===== src/rtl/conv_sched_if.sv =====
// conv_sched_if: control/handshake bundle between conv_sched and the conv datapath.
// master = sequencer (drives strobes/indices), slave = datapath + write-back side.
// Widths of column/channel indices follow the layer geometry parameters.
interface conv_sched_if #(
  parameter int HIT    = 56,
  parameter int CH_IN  = 64,
  parameter int CH_OUT = 64,
  parameter int AW     = 12
) ();
  localparam int CW = (HIT > 1) ? $clog2(HIT) : 1;
  localparam int IW = (CH_IN > 1) ? $clog2(CH_IN) : 1;
  localparam int OW = (CH_OUT > 1) ? $clog2(CH_OUT) : 1;

  logic          start;
  logic          busy;
  logic          done;
  logic          wht_req;
  logic          wht_valid;
  logic          fmap_cs;
  logic [AW-1:0] fmap_addr;
  logic          pe_en;
  logic [1:0]    pe_cfg;
  logic          acc_clr;
  logic          acc_en;
  logic          out_valid;
  logic          out_ready;
  logic [CW-1:0] out_col;
  logic [OW-1:0] co_idx;
  logic [IW-1:0] ci_idx;

  modport master (
    input  start, wht_valid, out_ready,
    output busy, done, wht_req, fmap_cs, fmap_addr, pe_en, pe_cfg,
           acc_clr, acc_en, out_valid, out_col, co_idx, ci_idx
  );

  modport slave (
    output start, wht_valid, out_ready,
    input  busy, done, wht_req, fmap_cs, fmap_addr, pe_en, pe_cfg,
           acc_clr, acc_en, out_valid, out_col, co_idx, ci_idx
  );
endinterface


===== src/rtl/conv_sched.sv =====
// conv_sched: walks co -> ci -> col, requests weights, reads fmap, drives PE/acc strobes.
// Latency: WLOAD 1+ cycle, RUN HIT cycles, DRAIN LAT+1 cycles per ci; pe_en +1, acc_en +1+LAT.
// Backpressure: WLOAD holds on wht_valid=0; WRITE holds out_col stable while out_ready=0.
module conv_sched #(
  parameter int HIT    = 56,
  parameter int CH_IN  = 64,
  parameter int CH_OUT = 64,
  parameter int AW     = 12,
  parameter int LAT    = 2
) (
  input  logic         clk,
  input  logic         rst_n,
  conv_sched_if.master sif
);
  localparam int CW = (HIT > 1) ? $clog2(HIT) : 1;
  localparam int IW = (CH_IN > 1) ? $clog2(CH_IN) : 1;
  localparam int OW = (CH_OUT > 1) ? $clog2(CH_OUT) : 1;
  localparam int DW = $clog2(LAT + 1);

  typedef enum logic [2:0] {
    S_IDLE, S_WLOAD, S_RUN, S_DRAIN, S_WRITE, S_DONE
  } state_t;

  state_t          state_q, state_d;
  logic [OW-1:0]   co_q, co_d;
  logic [IW-1:0]   ci_q, ci_d;
  logic [CW-1:0]   col_q, col_d;
  logic [DW-1:0]   dcnt_q, dcnt_d;
  logic            wl_wait_q, wl_wait_d;   // already spent >=1 cycle in this WLOAD
  logic            pe_en_q, pe_en_d;
  logic [1:0]      pe_cfg_q, pe_cfg_d;
  logic [LAT-1:0]  acc_pipe_q;

  // Next-state, counter updates and all combinational outputs
  always_comb begin
    state_d   = state_q;
    co_d      = co_q;
    ci_d      = ci_q;
    col_d     = col_q;
    dcnt_d    = dcnt_q;
    pe_en_d   = 1'b0;
    pe_cfg_d  = 2'd0;
    sif.busy      = (state_q != S_IDLE);
    sif.done      = 1'b0;
    sif.wht_req   = 1'b0;
    sif.acc_clr   = 1'b0;
    sif.fmap_cs   = 1'b0;
    sif.fmap_addr = '0;
    sif.out_valid = 1'b0;
    sif.out_col   = '0;
    sif.co_idx    = '0;
    sif.ci_idx    = '0;
    if (state_q != S_IDLE) begin
      sif.co_idx = co_q;
      sif.ci_idx = ci_q;
    end

    case (state_q)
      S_IDLE: begin
        if (sif.start) begin
          co_d    = '0;
          ci_d    = '0;
          state_d = S_WLOAD;
        end
      end
      S_WLOAD: begin
        sif.wht_req = 1'b1;
        // accumulator cleared once per output channel, on entry only
        sif.acc_clr = (ci_q == '0) && !wl_wait_q;
        if (sif.wht_valid) begin
          col_d   = '0;
          state_d = S_RUN;
        end
      end
      S_RUN: begin
        sif.fmap_cs   = 1'b1;
        sif.fmap_addr = AW'(ci_q) * AW'(HIT) + AW'(col_q);
        pe_en_d       = 1'b1;
        // left pad wins when a channel is a single column wide
        if (col_q == '0)                pe_cfg_d = 2'd1;
        else if (col_q == CW'(HIT - 1)) pe_cfg_d = 2'd2;
        if (col_q == CW'(HIT - 1)) begin
          dcnt_d  = '0;
          state_d = S_DRAIN;
        end else begin
          col_d = col_q + CW'(1);
        end
      end
      S_DRAIN: begin
        // wait out the RAM + PE pipeline so acc_en finishes before the next acc_clr
        if (dcnt_q == DW'(LAT)) begin
          if (ci_q != IW'(CH_IN - 1)) begin
            ci_d    = ci_q + IW'(1);
            state_d = S_WLOAD;
          end else begin
            ci_d    = '0;
            col_d   = '0;
            state_d = S_WRITE;
          end
        end else begin
          dcnt_d = dcnt_q + DW'(1);
        end
      end
      S_WRITE: begin
        sif.out_valid = 1'b1;
        sif.out_col   = col_q;
        if (sif.out_ready) begin
          if (col_q == CW'(HIT - 1)) begin
            col_d = '0;
            if (co_q != OW'(CH_OUT - 1)) begin
              co_d    = co_q + OW'(1);
              state_d = S_WLOAD;
            end else begin
              state_d = S_DONE;
            end
          end else begin
            col_d = col_q + CW'(1);
          end
        end
      end
      S_DONE: begin
        sif.done = 1'b1;
        state_d  = S_IDLE;
      end
      default: state_d = S_IDLE;
    endcase

    wl_wait_d = (state_q == S_WLOAD) && (state_d == S_WLOAD);
  end

  assign sif.pe_en  = pe_en_q;
  assign sif.pe_cfg = pe_cfg_q;
  assign sif.acc_en = acc_pipe_q[LAT-1];

  // State, counters and the fmap->PE->accumulator delay line
  always_ff @(posedge clk or negedge rst_n) begin
    if (!rst_n) begin
      state_q    <= S_IDLE;
      co_q       <= '0;
      ci_q       <= '0;
      col_q      <= '0;
      dcnt_q     <= '0;
      wl_wait_q  <= 1'b0;
      pe_en_q    <= 1'b0;
      pe_cfg_q   <= 2'd0;
      acc_pipe_q <= '0;
    end else begin
      state_q       <= state_d;
      co_q          <= co_d;
      ci_q          <= ci_d;
      col_q         <= col_d;
      dcnt_q        <= dcnt_d;
      wl_wait_q     <= wl_wait_d;
      pe_en_q       <= pe_en_d;
      pe_cfg_q      <= pe_cfg_d;
      acc_pipe_q[0] <= pe_en_q;
      for (int i = 1; i < LAT; i++) acc_pipe_q[i] <= acc_pipe_q[i-1];
    end
  end
endmodule


===== src/flat_wrapper.sv =====
// flat-port wrapper written by rule: the top's interface ports become plain ports
module conv_sched_flat 
#(
  parameter int HIT    = 56,
  parameter int CH_IN  = 64,
  parameter int CH_OUT = 64,
  parameter int AW     = 12,
  parameter int LAT    = 2
)
  (clk, rst_n, sif_start, sif_wht_valid, sif_out_ready, sif_busy, sif_done, sif_wht_req, sif_fmap_cs, sif_fmap_addr, sif_pe_en, sif_pe_cfg, sif_acc_clr, sif_acc_en, sif_out_valid, sif_out_col, sif_co_idx, sif_ci_idx);
  conv_sched_if #(.HIT(HIT), .CH_IN(CH_IN), .CH_OUT(CH_OUT), .AW(AW)) sif_i ();
  input  logic clk;
  input  logic rst_n;
  input wire logic [$bits(sif_i.start)-1:0] sif_start;
  input wire logic [$bits(sif_i.wht_valid)-1:0] sif_wht_valid;
  input wire logic [$bits(sif_i.out_ready)-1:0] sif_out_ready;
  output wire logic [$bits(sif_i.busy)-1:0] sif_busy;
  output wire logic [$bits(sif_i.done)-1:0] sif_done;
  output wire logic [$bits(sif_i.wht_req)-1:0] sif_wht_req;
  output wire logic [$bits(sif_i.fmap_cs)-1:0] sif_fmap_cs;
  output wire logic [$bits(sif_i.fmap_addr)-1:0] sif_fmap_addr;
  output wire logic [$bits(sif_i.pe_en)-1:0] sif_pe_en;
  output wire logic [$bits(sif_i.pe_cfg)-1:0] sif_pe_cfg;
  output wire logic [$bits(sif_i.acc_clr)-1:0] sif_acc_clr;
  output wire logic [$bits(sif_i.acc_en)-1:0] sif_acc_en;
  output wire logic [$bits(sif_i.out_valid)-1:0] sif_out_valid;
  output wire logic [$bits(sif_i.out_col)-1:0] sif_out_col;
  output wire logic [$bits(sif_i.co_idx)-1:0] sif_co_idx;
  output wire logic [$bits(sif_i.ci_idx)-1:0] sif_ci_idx;
  assign sif_i.start = sif_start;
  assign sif_i.wht_valid = sif_wht_valid;
  assign sif_i.out_ready = sif_out_ready;
  assign sif_busy = sif_i.busy;
  assign sif_done = sif_i.done;
  assign sif_wht_req = sif_i.wht_req;
  assign sif_fmap_cs = sif_i.fmap_cs;
  assign sif_fmap_addr = sif_i.fmap_addr;
  assign sif_pe_en = sif_i.pe_en;
  assign sif_pe_cfg = sif_i.pe_cfg;
  assign sif_acc_clr = sif_i.acc_clr;
  assign sif_acc_en = sif_i.acc_en;
  assign sif_out_valid = sif_i.out_valid;
  assign sif_out_col = sif_i.out_col;
  assign sif_co_idx = sif_i.co_idx;
  assign sif_ci_idx = sif_i.ci_idx;
  conv_sched #(.HIT(HIT), .CH_IN(CH_IN), .CH_OUT(CH_OUT), .AW(AW), .LAT(LAT)) u_core (.clk(clk), .rst_n(rst_n), .sif(sif_i));
endmodule

===== config.mk =====
export PLATFORM = sky130hd
export DESIGN_NAME = conv_sched_flat
export DESIGN_NICKNAME = d
export VERILOG_FILES = /design/src/rtl/conv_sched_if.sv /design/src/rtl/conv_sched.sv /design/src/flat_wrapper.sv
export SDC_FILE = /design/constraint.sdc
export NUM_CORES = 1
export LEC_CHECK = 0
export CAP_MARGIN = 5
export CORE_ASPECT_RATIO = 0.75
export CORE_MARGIN = 2
export CORE_UTILIZATION = 53
export DETAILED_ROUTE_END_ITERATION = 8
export GPL_ROUTABILITY_DRIVEN = 0
export PLACE_DENSITY_LB_ADDON = 0.12
export SYNTH_ARGS = -nofsm -noshare
export SYNTH_HDL_FRONTEND = slang
export SYNTH_SLANG_ARGS = --single-unit

===== constraint.sdc =====
create_clock -name clk -period 4.2 [get_ports clk]
set_clock_uncertainty 0.05 [all_clocks]
set_input_delay 0.84 -clock clk [delete_from_list [all_inputs] [get_ports clk]]
set_output_delay 0.84 -clock clk [all_outputs]
set_load 0.01 [all_outputs]

Word-level counts from Yosys, hierarchy flattened

Cells that the tools add are included.

Reduce and logical (&&, ||, !) cells: 15
$add $sub $neg: 5
Eq/ne operators: 20
Multipliers: 1
Multiplexer cells: 39

Operator list:

| cell                  | number |
|---|---|
| $mux W6               | 15 |
| $mux W3               | 8 |
| $pmux W6 S2           | 2 |
| $pmux W6 S4           | 1 |
| $add A6 B1 Y6 const B | 3 |
| $pmux W3 S5           | 1 |
| $add A12 B6 Y12       | 1 |
| $logic_not A6 Y1      | 2 |
| $mux W12              | 1 |
| $ne A2 B2 Y1 const B  | 6 |
| $ne A6 B6 Y1 const B  | 2 |
| $mux W2               | 5 |
| $mul A6 B3 Y9 const B | 1 |
| $ne A2 B1 Y1 const B  | 4 |
| $eq A3 B1 Y1 const B  | 2 |
| $eq A3 B2 Y1 const B  | 2 |
| $eq A3 B3 Y1 const B  | 2 |
| $eq A6 B6 Y1 const B  | 1 |
| $reduce_and A3 Y1     | 2 |
| $reduce_and A6 Y1     | 1 |
| $reduce_bool A2 Y1    | 3 |
| $mux W1               | 5 |
| $reduce_and A5 Y1     | 1 |
| $pmux W2 S2           | 1 |
| 7 further kinds       | 8 |

Input bits: 5
Bits in registers: 29

Depth between registers and ports, before layout

Gate-level depths: netlist (run 1).

Word-level depth: 7
Gate-level depth with buffers: 9
Mapped depth without buffers: 9

Worst setup path after synthesis (run 1)

Ideal clock, no wire load.

Kind: register -> output
From: register u_core.ci_q[0]
To: output port sif_fmap_addr[11]
Arrival time: 2.587 ns
Required time: 3.310 ns
Cell stages (with the launch flop): 10
Path slack: 0.723 ns
Path buffers: 0
Cell sequence: dfrtp_1 -> fa_1 -> ha_1 -> inv_1 -> fa_1 -> xnor2_1 -> o21ai_0 -> nor3b_1 -> nand3b_1 -> mux2i_1

Word-level cells in the longest chain between the ends: 3

Ends and longest elaborated chain:

| what                   | line               | source |
|---|---|---|
| from (decl)            | conv_sched.sv:26   | `logic [IW-1:0] ci_q, ci_d;` |
| from (signal assigned) | conv_sched.sv:150  | `ci_q <= ci_d;` |
| $mul A6 B3 Y9          | conv_sched.sv:77   | `sif.fmap_addr = AW'(ci_q) * AW'(HIT) + AW'(col_q);` |
| $add A12 B6 Y12        | conv_sched.sv:77   |  |
| $mux W12               | conv_sched.sv:58   | `case (state_q)` |
| to (decl)              | flat_wrapper.sv:21 | `output wire logic [$bits(sif_i.fmap_addr)-1:0] sif_fmap_addr;` |

No other way between the ends.

Worst setup path after layout (run 1)

From: register u_core.ci_q[2]
To: output port sif_fmap_addr[11]

The elaborated chain is that of the path after synthesis.

==> results of run 1 <==
[cell usage after synthesis, drive strengths merged, types with 2 or more instances]
cell / number
nor2: 34
dfrtp: 29
ha: 21
inv: 18
nand2: 18
o21ai: 15
nor2b: 12
xnor2: 9
a21oi: 8
nor3: 8
fa: 7
and2: 6
buf: 5
nand3: 5
nor3b: 4
a211oi: 3
a21o: 3
clkbuf: 3
mux2i: 3
nand2b: 3
nand3b: 3
or3: 3
or3b: 3
a22o: 2
a31o: 2
and3: 2
and3b: 2
nand4: 2
nor4: 2
nor4b: 2
o21a: 2
o31ai: 2
or4b: 2
[state kept, by name (all words and copies together), names as in the netlist]
name and flops:
u_core.acc_pipe_q 2, u_core.ci_q 6, u_core.co_q 6, u_core.col_q 6, u_core.dcnt_q 2, u_core.sif.pe_cfg 2, u_core.sif.pe_en 1, u_core.state_q 3
u_core.wl_wait_q 1
[power groups by stage]
stage	Clock [mW]	Sequential (mW)	Combinational, mW
6_report	0.302	0.436	1.06
5_1_grt	0.327	0.450	1.18
4_1_cts	0.310	0.438	1.02
3_5_place_dp	0	0.440	0.995
3_3_place_gp	0	0.437	0.986
2_1_floorplan	0	0.418	0.691
[final cells by class]
type	instances	area (um^2)
timing repair buffer	53	508
multi-input combinational	205	1600
clock buffer	6	82.6
inverter	19	83.8
clock inverter	2	37.5
tap	57	71.3
sequential	29	728
fill	369	1330
[worst max path at each step]
| stage | endpoint | slack, ns | depth (start not counted) |
|---|---|---|---|
| after floorplan | sif_fmap_addr[11] | 0.72 | 9 |
| after global placement | sif_fmap_addr[11] | 0.23 | 9 |
| after detailed placement | sif_fmap_addr[11] | 0.17 | 10 |
| after CTS | sif_fmap_addr[9] | 0.01 | 11 |
| after global routing | sif_fmap_addr[11] | -0.01 | 9 |
| final | sif_fmap_addr[11] | 0.16 | 9 |
[metal layers]
metal	up-vias	share of wire [%]
met5	-	0
met4	0	1.1
met3	6	5.3
met2	57	43
met1	931	50
li1	1013	-
[what timing repair did]
item | 4_1_cts | 5_1_grt
pin swaps | 1 | 1
setup endpoints to repair | 3 | 2
resized for setup | 11 | 6
setup buffers | 1 | 2
[through the flow]
| step | util (%) | worst slack, ns | setup TNS, ns | power (mW) | hold WS (ns) |
|---|---|---|---|---|---|
| after floorplan | - | 0.723 | 0 | 1.11 | 0.281 |
| after global placement | 65.8 | 0.230 | 0 | 1.42 | 0.298 |
| after detailed placement | 65.8 | 0.171 | 0 | 1.44 | 0.301 |
| after CTS | 69.2 | 0.0111 | 0 | 1.77 | 0.326 |
| after global routing | 70.2 | -0.0149 | -0.0149 | 1.95 | 0.333 |
| final | 70.2 | 0.157 | 0 | 1.80 | 0.316 |
[kinds of logic (layout without fill, tap and decap cells)]
family,Yosys count,after routing
buffers and inverters,27,80
muxes,4,4
AOI/OAI and AO/OA,46,46
xor gates and xnor gates,10,10
and+or+nand+nor,117,117
DFF,29,29
adders and majority gates,28,28
==> impl_metrics.ini, run 1 <==
[finish]
fin_area_um2 = 3120
instances_no_fill = 371
nets = 346
area.growth.synth_to_final_pct = 28.0
final_common_cell = clkdlybuf4s50_1
antenna_cells = 0
drive_above_1_share_pct = 16.6
final_cell_mix = clkdlybuf4s50_1, nor2_1, dfrtp_1

[global_route]
grt_busiest_layer = met1
met3_usage_pct = 4.77
grt_first_pass_wirelength_mm = 9.40
overflow = 0
groute.usage.overall_pct = 23.7
grt_max_degree = 30
grt_pass1_vias = 1963
antenna_found_initial = 0
met2_usage_pct = 33.5
use_met1_pct = 36.3

[logic_synthesis]
synth_area_leaders = dfrtp_1, ha_1, fa_1, nor2_1, xnor2_1
synth_area_leader_cell = dfrtp_1
synth_mux_area_share_pct = 1.70
syn-cell-area_um2 = 2430
synth-seq-area-share_pct = 29.8
synth-main-ff-cell = dfrtp_1
ys_seq_elements = 29
synth_edf_count = 0
post-synth-top-area-fraction_pct = 29.8
syn_inst = 261
synth-simple-area-share_pct = 28.3
synth-compound-area-share_pct = 13.7
avgSynthCellArea_um2 = 9.33
synthesis.nets = 294
synth_top_family_by_area = simple AND/OR/NAND/NOR gates
synth_cell_types = 62
yosys.area_share.xor_xnor_pct = 3.60
ys_warn_count = 0
async_reset_ff_share_pct = 100
synth-adder-area-share_pct = 16.5

[min_path]
min_path_cells = 0
min_to = u_core.acc_pipe_q[1]$_DFF_PN0_
holdCritPathClass = reg2reg
hp-start = u_core.acc_pipe_q[0]$_DFF_PN0_

[sta]
period_minus_slack_ns = 4.04
drv_slew = 0
hold_viol = 0
post-route-period-util_pct = 96.3
worstMarginPinSlew_ns = 0.732
fmax_mhz = 247
setup_viol = 0
max_slew_margin_pct = 51.1

[cts]
cts-root-buf = clkbuf_8
cts.clk_slew.worst_paths_ns = 0.07
clk_latency_ns = 0.28
cts_made_buffers = 5
tritoncts = built
cts.sinks = 29
cts_buffer_depth = 2
ctsHoldBuffers = 0
htree_levels = 2

[worst_setup_path]
critical-path-top-delay-family = adder cells
startpoint_type = flip-flop
cp-end-kind = output port
cp_slowest_cell = fa_1
r2r_slack_ns = 1.79
worstSetupPathType = reg2out
crit_buf_inv = 2
crit_arrival_ns = 3.15
cpPeakStageDelay_ns = 0.47
critPathRequiredTime_ns = 3.31
regToRegEndpoint = u_core.col_q[4]$_DFFE_PN0P_
cp_cell_sequence = buf_4 > fa_1 > ha_1 > o21ai_1 > nor2_1 > o311a_1 > nand3b_1 > mux2i_1 > dlygate4sd2_1
critPathLaunch = u_core.ci_q[2]$_DFFE_PN0P_
r2r_cells = 6
crit_fanout = 6
r2r-start = u_core.ci_q[3]$_DFFE_PN0P_

[detailed_routing]
routed_wl_mm = 5.39
routedWlPerCell_um = 14.5
drtIter0Drc = 73
vias = 2007
drcViolationCount = 0
drtAntennaViolNets = 0
vias_per_cell = 5.41
dr.pass1.iters = 4

[power]
p_comb_share_pct = 59.0
power_frac_clock_pct = 16.8
internal-power_mw = 1.04
leakage_nw = 1.38
p_sw_uw = 759
powerDensity_nw_per_um2 = 578
peakVddDrop_v = 0.000358
seq_power_share_pct = 24.2
switching_share_pct = 42.2

[placed_design]
portBuffers = 44
dp_cells = 360
hpwl_mm = 4.01
place_area_um2 = 2920

[floorplanning]
die_w_um = 82.3
die_y_um = 62.7
core_um2 = 4440
ios = 45
initial_core_util_pct = 54.8
die_area_um2 = 5160
rows = 21

[job]
max-cap-violations = 0

[outcome]
status = finished, final reports clean
(Power assumes the default switching activity.)
==> run 2, diff against run 1 <==
--- a/config.mk
+++ b/config.mk
@@ -8,7 +8,7 @@
 export CAP_MARGIN = 5
 export CORE_ASPECT_RATIO = 0.75
 export CORE_MARGIN = 2
-export CORE_UTILIZATION = 53
+export CORE_UTILIZATION = 48
 export DETAILED_ROUTE_END_ITERATION = 8
 export GPL_ROUTABILITY_DRIVEN = 0
 export PLACE_DENSITY_LB_ADDON = 0.12
==> constraint.sdc (replaced) <==
create_clock -name clk -period 3.7 [get_ports clk]
set_clock_uncertainty 0.05 [all_clocks]
set_input_delay 0.74 -clock clk [delete_from_list [all_inputs] [get_ports clk]]
set_output_delay 0.74 -clock clk [all_outputs]
set_load 0.01 [all_outputs]
==> run 2 against run 1 <==
  * The run now ends with setup timing left
  * Sequential cell count did not move
  * Final cell count rose by 6.7%
  * Clock power fell by 15%
  * Die area rose by 9.8%
  * Non-clock buffer count rose by 22
  * Critical path type unchanged
  * Largest power group unchanged
==> impl_metrics.ini, run 2 (same netlist as run 1, synthesis figures left out) <==
[sta]
hold_viol = 0
worstMarginPinSlew_ns = 0.576
max_slew_margin_pct = 61.3
whs_ns = 0.323
post-route-period-util_pct = 101
setup_tns_ns = -0.0260
drv_slew = 0
period_minus_slack_ns = 3.73
fmax_mhz = 268
setup_ws_ns = -0.0260
rsz0062_at_grt = true
setup_viol = 1

[floorplanning]
initial_core_util_pct = 49.7
core_um2 = 4900
die_area_um2 = 5660
die_y_um = 65.7
die_w_um = 86.2
rows = 22
ios = 45

[worst_setup_path]
cp_cell_sequence = buf_4 > fa_1 > buf_4 > ha_4 > a211oi_4 > nor2_1 > o311a_1 > nand3b_1 > mux2i_1 > buf_2
cp_slowest_cell = fa_1
critPathRequiredTime_ns = 2.91
startpoint_type = flip-flop
cpMostUsedCell = buf_4
worstSetupPathType = reg2out
crit_arrival_ns = 2.94
crit_fanout = 4
cpPeakStageDelay_ns = 0.47
cp-end-kind = output port

[finish]
nets = 368
area.growth.synth_to_final_pct = 35.4
antenna_cells = 0
drive_above_1_share_pct = 25.6
final_cell_mix = clkdlybuf4s50_1, nor2_1, buf_4
postLayoutCoreUtil_pct = 67.3
final_common_cell = clkdlybuf4s50_1
reg_top3 = u_core.ci_q x6, u_core.co_q x6, u_core.col_q x6

[power]
p_total_mw = 2.14
p_sw_uw = 922
switching_share_pct = 43.1
peakVddDrop_v = 0.000477
seq_power_share_pct = 22.5
internal-power_mw = 1.22
leakage_nw = 1.46
powerDensity_nw_per_um2 = 648
power_frac_clock_pct = 12.1
p_comb_share_pct = 65.4

[global_route]
grt_max_degree = 30
antenna_found_initial = 0
groute.usage.overall_pct = 21.6
grt_first_pass_wirelength_mm = 9.40
grt_pass1_vias = 1963
overflow = 0

[placed_design]
dp_slack_ns = -0.172
hpwl_mm = 4.16
portBuffers = 44

[detailed_routing]
dr.pass1.iters = 4
vias_per_cell = 5.30
drtIter0Drc = 73
drtAntennaViolNets = 0
drcViolationCount = 0
vias = 2097
routed_wl_mm = 5.88
routedWlPerCell_um = 14.8

[cts]
cts_buffer_depth = 2
cts.sinks = 29
clk_latency_ns = 0.29
htree_levels = 2
ctsHoldBuffers = 0
cts_made_buffers = 5
cts-root-buf = clkbuf_8
tritoncts = built
cts.clk_slew.worst_paths_ns = 0.07

[outcome]
failed_checks = setup timing
status = finished, violations left

[min_path]
holdCritPathClass = reg2reg

[job]
max-cap-violations = 0
## run 2: power by group through the flow
| stage | registers [mW] | logic (mW) | clock network [mW] |
|---|---|---|---|
| finish | 0.482 | 1.40 | 0.258 |
| global route | 0.498 | 1.54 | 0.283 |
| CTS | 0.479 | 1.28 | 0.265 |
| detailed placement | 0.484 | 1.24 | 0 |
| global placement | 0.480 | 1.24 | 0 |
| floorplan | 0.474 | 0.784 | 0 |
## run 2: area by class of cell
| type | count | area (um^2) |
|---|---|---|
| inverter | 19 | 83.8 |
| multi-input combinational | 205 | 1670 |
| timing repair buffer | 75 | 654 |
| fill | 401 | 1600 |
| clock buffer | 6 | 72.6 |
| tap | 60 | 75.1 |
| sequential | 29 | 728 |
| clock inverter | 2 | 10.0 |
## run 2: final timing paths
path | depth (start not counted) | slack [ns] | to | startpoint
setup / recovery | 10 | -0.03 | sif_fmap_addr[11] | u_core.ci_q[1]$_DFFE_PN0P_
hold / removal | 0 | 0.32 | u_core.acc_pipe_q[1]$_DFF_PN0_ | u_core.acc_pipe_q[0]$_DFF_PN0_
setup reg to reg | 7 | 1.20 | u_core.col_q[4]$_DFFE_PN0P_ | u_core.ci_q[0]$_DFFE_PN0P_
hold reg to reg | 0 | 0.32 | u_core.acc_pipe_q[1]$_DFF_PN0_ | u_core.acc_pipe_q[0]$_DFF_PN0_
max in group asynchronous | 2 | 2.48 | u_core.ci_q[2]$_DFFE_PN0P_ | rst_n
min in group asynchronous | 2 | 0.80 | u_core.co_q[2]$_DFFE_PN0P_ | rst_n
## run 2: metal layers
layer	global-route usage [%]	vias to the layer above	part of all wire, %
met3	4.40	7	5.2
met4	6.45	0	1.2
met5	0	-	0
met1	31.5	985	51
li1	-	1053	-
met2	32.5	52	43
## run 2: timing repair
action                                 4_1_cts  5_1_grt
endpoints found under the hold margin        0        0
gates resized for setup                     19       23
pin swaps                                    2       16
setup endpoints to repair                    6        4
cloned                                       0        0
setup buffers                                1        5
## run 2: per-stage QoR
stage | area [um^2] | cells
global placement | 3070 | 382
finish | 3300 | 396
floorplan | 2430 | 261
detailed placement | 3070 | 382
CTS | 3180 | 391
global route | 3300 | 396
## run 2: worst max-delay path, delay by kind of cell (launching register included)
kind | cells | cell delay [ns]
flip-flops | 1 | 0.42
adder cells (fa/ha/maj) | 2 | 0.68
AND/OR/NAND/NOR | 2 | 0.32
multiplexers | 1 | 0.16
buffers and inverters | 3 | 0.46
AO/OA/AOI/OAI | 2 | 0.62
